File: src/rtl/pipe_hazard_ctrl.sv
// pipe_hazard_ctrl: pipeline hazard controller.
//   - load-use bubble detection (stall)
//   - jump/branch flush with a pending flag so a branch resolved during a cache
//     hold is flushed exactly once after the hold ends (jb)
//   - cache-miss hold sequencing for data and instruction refills (stall_cache)
//   - optional stall performance counter, enabled by defining
//     PIPE_HAZARD_CTRL_PERF_EN (stall_cycles reads 0 when it is not defined)
//
// state  | meaning
// IDLE   | no refill in progress; a raised miss level starts the hold at once
// DSTALL | data refill outstanding, waiting for dcache_done
// ISTALL | instruction refill outstanding, waiting for icache_done
module pipe_hazard_ctrl (
   input  logic        clk,
   input  logic        rst,
   input  logic [4:0]  id_rs1,
   input  logic [4:0]  id_rs2,
   input  logic        id_use_rs1,
   input  logic        id_use_rs2,
   input  logic [4:0]  ex_rd,
   input  logic        ex_is_load,
   input  logic        ex_jb,
   input  logic        icache_miss,
   input  logic        dcache_miss,
   input  logic        icache_done,
   input  logic        dcache_done,
   output logic        stall,
   output logic        jb,
   output logic        stall_cache,
   output logic        pc_write,
   output logic [31:0] stall_cycles
);

   typedef enum logic [1:0] {
      IDLE   = 2'd0,
      DSTALL = 2'd1,
      ISTALL = 2'd2
   } state_t;

   state_t state;
   logic   jb_pend;
   logic   load_use;

   // Refill sequencing; a data miss wins when both misses are seen in IDLE.
   always_ff @(posedge clk) begin
      if (rst) begin
         state <= IDLE;
      end else begin
         case (state)
            IDLE: begin
               if (dcache_miss)      state <= DSTALL;
               else if (icache_miss) state <= ISTALL;
            end
            DSTALL: begin
               if (dcache_done)      state <= icache_miss ? ISTALL : IDLE;
            end
            ISTALL: begin
               if (icache_done)      state <= dcache_miss ? DSTALL : IDLE;
            end
            default:                 state <= IDLE;
         endcase
      end
   end

   // Remember a branch that resolved while the pipeline was held; drop it once flushed.
   always_ff @(posedge clk) begin
      if (rst)                        jb_pend <= 1'b0;
      else if (ex_jb && stall_cache)  jb_pend <= 1'b1;
      else if (jb)                    jb_pend <= 1'b0;
   end

   // Hazard outputs; reset forces the quiet values so nothing is held or flushed.
   always_comb begin
      load_use = ex_is_load && (ex_rd != 5'd0) &&
                 ((id_use_rs1 && (id_rs1 == ex_rd)) ||
                  (id_use_rs2 && (id_rs2 == ex_rd)));
      stall_cache = !rst && ((state != IDLE) || icache_miss || dcache_miss);
      jb          = !rst && (ex_jb || jb_pend) && !stall_cache;
      stall       = !rst && load_use && !stall_cache && !jb;
      pc_write    = !(stall || stall_cache);
   end

`ifdef PIPE_HAZARD_CTRL_PERF_EN
   logic [31:0] stall_cnt;

   // Count held cycles, sticking at all-ones rather than wrapping.
   always_ff @(posedge clk) begin
      if (rst)                                        stall_cnt <= 32'd0;
      else if ((stall || stall_cache) && (stall_cnt != 32'hFFFF_FFFF))
                                                      stall_cnt <= stall_cnt + 32'd1;
   end

   assign stall_cycles = stall_cnt;
`else
   assign stall_cycles = 32'd0;
`endif

endmodule

File: config.mk
export PLATFORM = sky130hd
export DESIGN_NAME = pipe_hazard_ctrl
export DESIGN_NICKNAME = d
export VERILOG_FILES = /design/src/rtl/pipe_hazard_ctrl.sv
export SDC_FILE = /design/constraint.sdc
export NUM_CORES = 1
export LEC_CHECK = 0
export BUFFER_PORTS_ARGS = -buffer_cell sky130_fd_sc_hd__clkbuf_2
export CAP_MARGIN = 5
export CORE_UTILIZATION = 35
export CTS_BUF_LIST = sky130_fd_sc_hd__clkbuf_16
export DETAILED_ROUTE_END_ITERATION = 8
export GPL_TIMING_DRIVEN = 0
export PLACE_DENSITY = 0.82
export SYNTH_ARGS = -nofsm -noshare
export SYNTH_HDL_FRONTEND = slang
export SYNTH_SLANG_ARGS = --single-unit
File: constraint.sdc
create_clock -name clk -period 1.8 [get_ports clk]
set_clock_uncertainty 0.15 [all_clocks]
set_input_delay 0 -clock clk [delete_from_list [all_inputs] [get_ports clk]]
set_output_delay 0 -clock clk [all_outputs]
set_load 0.05 [all_outputs]
==> impl.org <==
** STA
- Final Hold Viols :: 0
- Across all setup checks in the final design, the least slack found is 0.0519 ns.
- After layout, the worst path uses 97.1% of the clock period.
- The total count of max-transition violations in the final report is 0.
- The routed design could run at a clock period as short as 1.75 ns.
- Setup repair after global routing missed its margin :: true
- Final hold analysis gives a worst-case slack of 0.0506 ns.
- Final setup violating endpoints :: 0
- For this run, the top clock speed supported by timing is 0.572 GHz.

** Pwr
- The worst-case IR drop observed on VDD is 0.608 mV.
- Power density over the cells :: 786 nW/µm²
- In this run switching power makes up 38.1% of total power.
- Total Power :: 0.000751 W
- Internal power comes to 0.000465 W.
- For this design the static power due to leakage is 0.565 nW.
- Fraction of power consumed by combinational cells :: 42.2%
- For this design the total switching power over the nets is 0.000286 W.
- Sequential share of power :: 10.6%
- The clock network is responsible for 47.1% of the overall power.

** Floorplan
- Effective utilization at floorplan :: 37.3%
- The region available for standard cell placement spans 1490 µm².
- From left edge to right edge, the die measures 41.8 µm.
- Top Ports :: 61
- Die Span Y :: 41.8 µm
- Number of rows created at floorplan :: 14
- Die area :: 1750 µm²

** CTS
- Counting the buffers created by CTS gives 3.
- No sink is reached through more buffers than the 2 on the longest clock path.
- The root buffer cell chosen for the clock tree is sky130_fd_sc_hd__clkbuf_16.
- CTS built an H-tree with a depth of 1.
- Total setup buffers inserted after CTS :: 0
- For this design, the sink count on the clock tree is 3.
- At the later pin of the worst-skew pair, clock insertion delay measures 0.22 ns.
- TritonCTS built the clock tree.
- Clock transition time at the flip-flop clock pins of the worst setup and hold paths :: 0.03 ns

** Place
- HPWL after DPL :: 1.07 mm
- Input/output buffers :: 28
- Pre-CTS setup slack :: 0.224 ns
- Including well taps, the total number of placed cells is 146.
- Final weighted congestion in routability-driven placement :: 0.639
- In this run the cell area measured after placement is 832 µm².

** Routing
- Drt wl/cell :: 8.34 µm
- The count of nets left with antenna violations once routing finished came out at 0.
- Via-to-Cell Ratio :: 3.92
- DR iter-0 viols :: 13
- The first detailed-routing pass took 4 iterations.
- DRC violations left :: 0
- Total wire length after detailed routing :: 1.28 mm
- The detailed router placed 603 vias in this run.

** GRT
- Number of global-route vias before repair :: 462
- Entering global routing, the biggest net connects 7 pins.
- GR Overflow Total :: 0
- For this run, the total global-route usage over all layers was measured as 14.9%.
- The first global-routing pass estimated 1.86 mm of wire.
- Initial antenna violation count :: 0

** Synthesis
- Largest cells by area after synthesis :: sky130_fd_sc_hd__buf_4 (43%), sky130_fd_sc_hd__xor2_1 (13%), sky130_fd_sc_hd__dfxtp_1 (11%), sky130_fd_sc_hd__nor4_1 (3.4%), sky130_fd_sc_hd__a2bb2oi_1 (3.2%)
- During synthesis, Yosys emitted a total of 0 warnings.
- Sequential area share after synthesis :: 10.8%
- In this run, synthesis produced a sequential element count of 3.
- The synthesized design devotes to its leading area cell type 43.2% of total area.
- Summed over all instances, the cell type with the most area after synthesis is sky130_fd_sc_hd__buf_4.
- Mean Syn Cell Area :: 7.82 µm²
- In this run, distinct cell masters in the synthesized netlist total 22.
- Synthesis produced a netlist whose cell count is 71.
- Synthesized area :: 556 µm²

** Layout
- Storage cell area :: 60.1 µm²
- The multi-input combinational cells in the finished layout cover a total of 368 µm².
- Of the cells placed in the final design, the portion with a size suffix greater than 1 is 47.1%.
- After routing the design area is 956 µm².
- In the layout the commonest cells are sky130_fd_sc_hd__buf_4 (34), sky130_fd_sc_hd__conb_1 (32), sky130_fd_sc_hd__clkbuf_2 (25), sky130_fd_sc_hd__xor2_1 (8), sky130_fd_sc_hd__dlygate4sd3_1 (4).
- Leaving out fill and tap cells, the most frequent cell in the layout is sky130_fd_sc_hd__buf_4.
- The area growth from synthesis to layout is 72.1%.
- Once layout is complete, the cells apart from fillers number 154.
- For this run, the post-layout net count is 164.
- Count of fill cells added during filler insertion :: 134
- Diodes inserted :: 0

** Worst setup path
- The worst register-to-register path has a setup slack of 0.16 ns.
- Data on the critical path is required at its endpoint by 1.65 ns.
- By startpoint and endpoint, the worst setup path is classified as flop to primary output.
- The worst setup path is captured at a primary output.
- Among all stages on the critical path, the largest delay is contributed by sky130_fd_sc_hd__or4_1.
- At the worst endpoint, the arrival time is 1.60 ns.
- Walking the worst path, the cells encountered are or4_1, nor3_1, buf_4.
- Longest individual stage delay on the worst path :: 0.59 ns
- Along the worst path, the maximum fanout reaches 6.
- STA classifies the critical path startpoint as a flop.

** Hold path
- The path class of the tightest hold or removal check is input port to flop.

** Job
- The tool flagged a number of max-cap violations equal to 0.

** Run status
- Run status :: finished, final reports clean
## cell usage after synthesis
cell type                   number
sky130_fd_sc_hd__nor2b_1         1
sky130_fd_sc_hd__nand2b_1        2
sky130_fd_sc_hd__or4_1           1
sky130_fd_sc_hd__and2_0          1
sky130_fd_sc_hd__or4_4           1
sky130_fd_sc_hd__and2_1          1
sky130_fd_sc_hd__xnor2_1         2
sky130_fd_sc_hd__conb_1          1
sky130_fd_sc_hd__buf_4          32
sky130_fd_sc_hd__nand4b_1        1
sky130_fd_sc_hd__dfxtp_1         3
sky130_fd_sc_hd__nor2_1          3
sky130_fd_sc_hd__a2bb2oi_1       2
sky130_fd_sc_hd__inv_1           1
sky130_fd_sc_hd__nor3_1          3
sky130_fd_sc_hd__o2111ai_2       1
sky130_fd_sc_hd__a32oi_1         1
sky130_fd_sc_hd__a21oi_1         1
sky130_fd_sc_hd__xor2_1          8
sky130_fd_sc_hd__o22ai_1         1
sky130_fd_sc_hd__nand2_1         1
sky130_fd_sc_hd__nor4_1          3
## final timing paths
check                   to        start  cells after the start
setup / recovery     stall     state[1]                      3
hold / removal    state[0]  icache_done                      4
setup reg to reg   jb_pend     state[1]                      3
hold reg to reg   state[0]     state[0]                      2
## metrics by stage
stage / utilization, % / setup TNS [ns]
after floorplan: - / -0.725
after global placement: 55.9 / 0
after detailed placement: 55.9 / 0
after CTS: 64.2 / 0
after global routing: 64.2 / -0.00449
final: 64.2 / 0
## metal layers
layer  routed length [µm]  part of all wire, %  global-route usage [%]  vias to the layer above
met5                    0                    0                       0                        -
met4                   61                  4.8                    14.2                        0
met3                  202                   16                    7.39                        6
met2                  645                   50                    27.2                       48
met1                  374                   29                    10.4                      238
li1                     -                    -                       -                      311
## worst max-delay path: cells and delay by family, from the launching register on
family | cells | cell delay (ns)
AND/OR/NAND/NOR | 2 | 0.80
flip-flops | 1 | 0.34
buffers and inverters | 1 | 0.23
## cells by family (layout without fill, tap and decap cells)
family          count (synthesis)  after routing  share of synthesized area, %
xor+xnor                       10             10                          15.8
flops                           3              3                          10.8
compound gates                  6              6                          9.46
other cells                     1             32                         0.675
simple gates                   18             18                          19.4
buf+inv                        33             69                          43.9
## cell type report
cell class                 instances  share of cell area [%]
inverter                           1                   0.393
timing repair buffer              32                    19.4
sequential                         3                    6.28
clock buffer                       3                    7.85
clock inverter                     1                   0.393
tap                               16                    2.09
multi-input combinational         66                    38.5
buffer                            32                    25.1
## power groups by stage
stage	Combinational (W)	Clock, W	Sequential, W
floorplan	0.000259	0	0.0000794
global placement	0.000301	0	0.0000803
detailed placement	0.000305	0	0.0000808
CTS	0.000314	0.000364	0.0000799
global route	0.000334	0.000366	0.0000810
finish	0.000317	0.000354	0.0000800
## sequential cells by signal, indices dropped and copies added (netlist names)
register  flops
jb_pend       1
state         2
## timing repair
item                                    in CTS  in global routing
gates resized for setup                      2                  3
endpoints found under the setup margin       2                  3
hold endpoints to repair                     3                  0
hold buffers                                 4                  0
(Power assumes the default switching activity.)
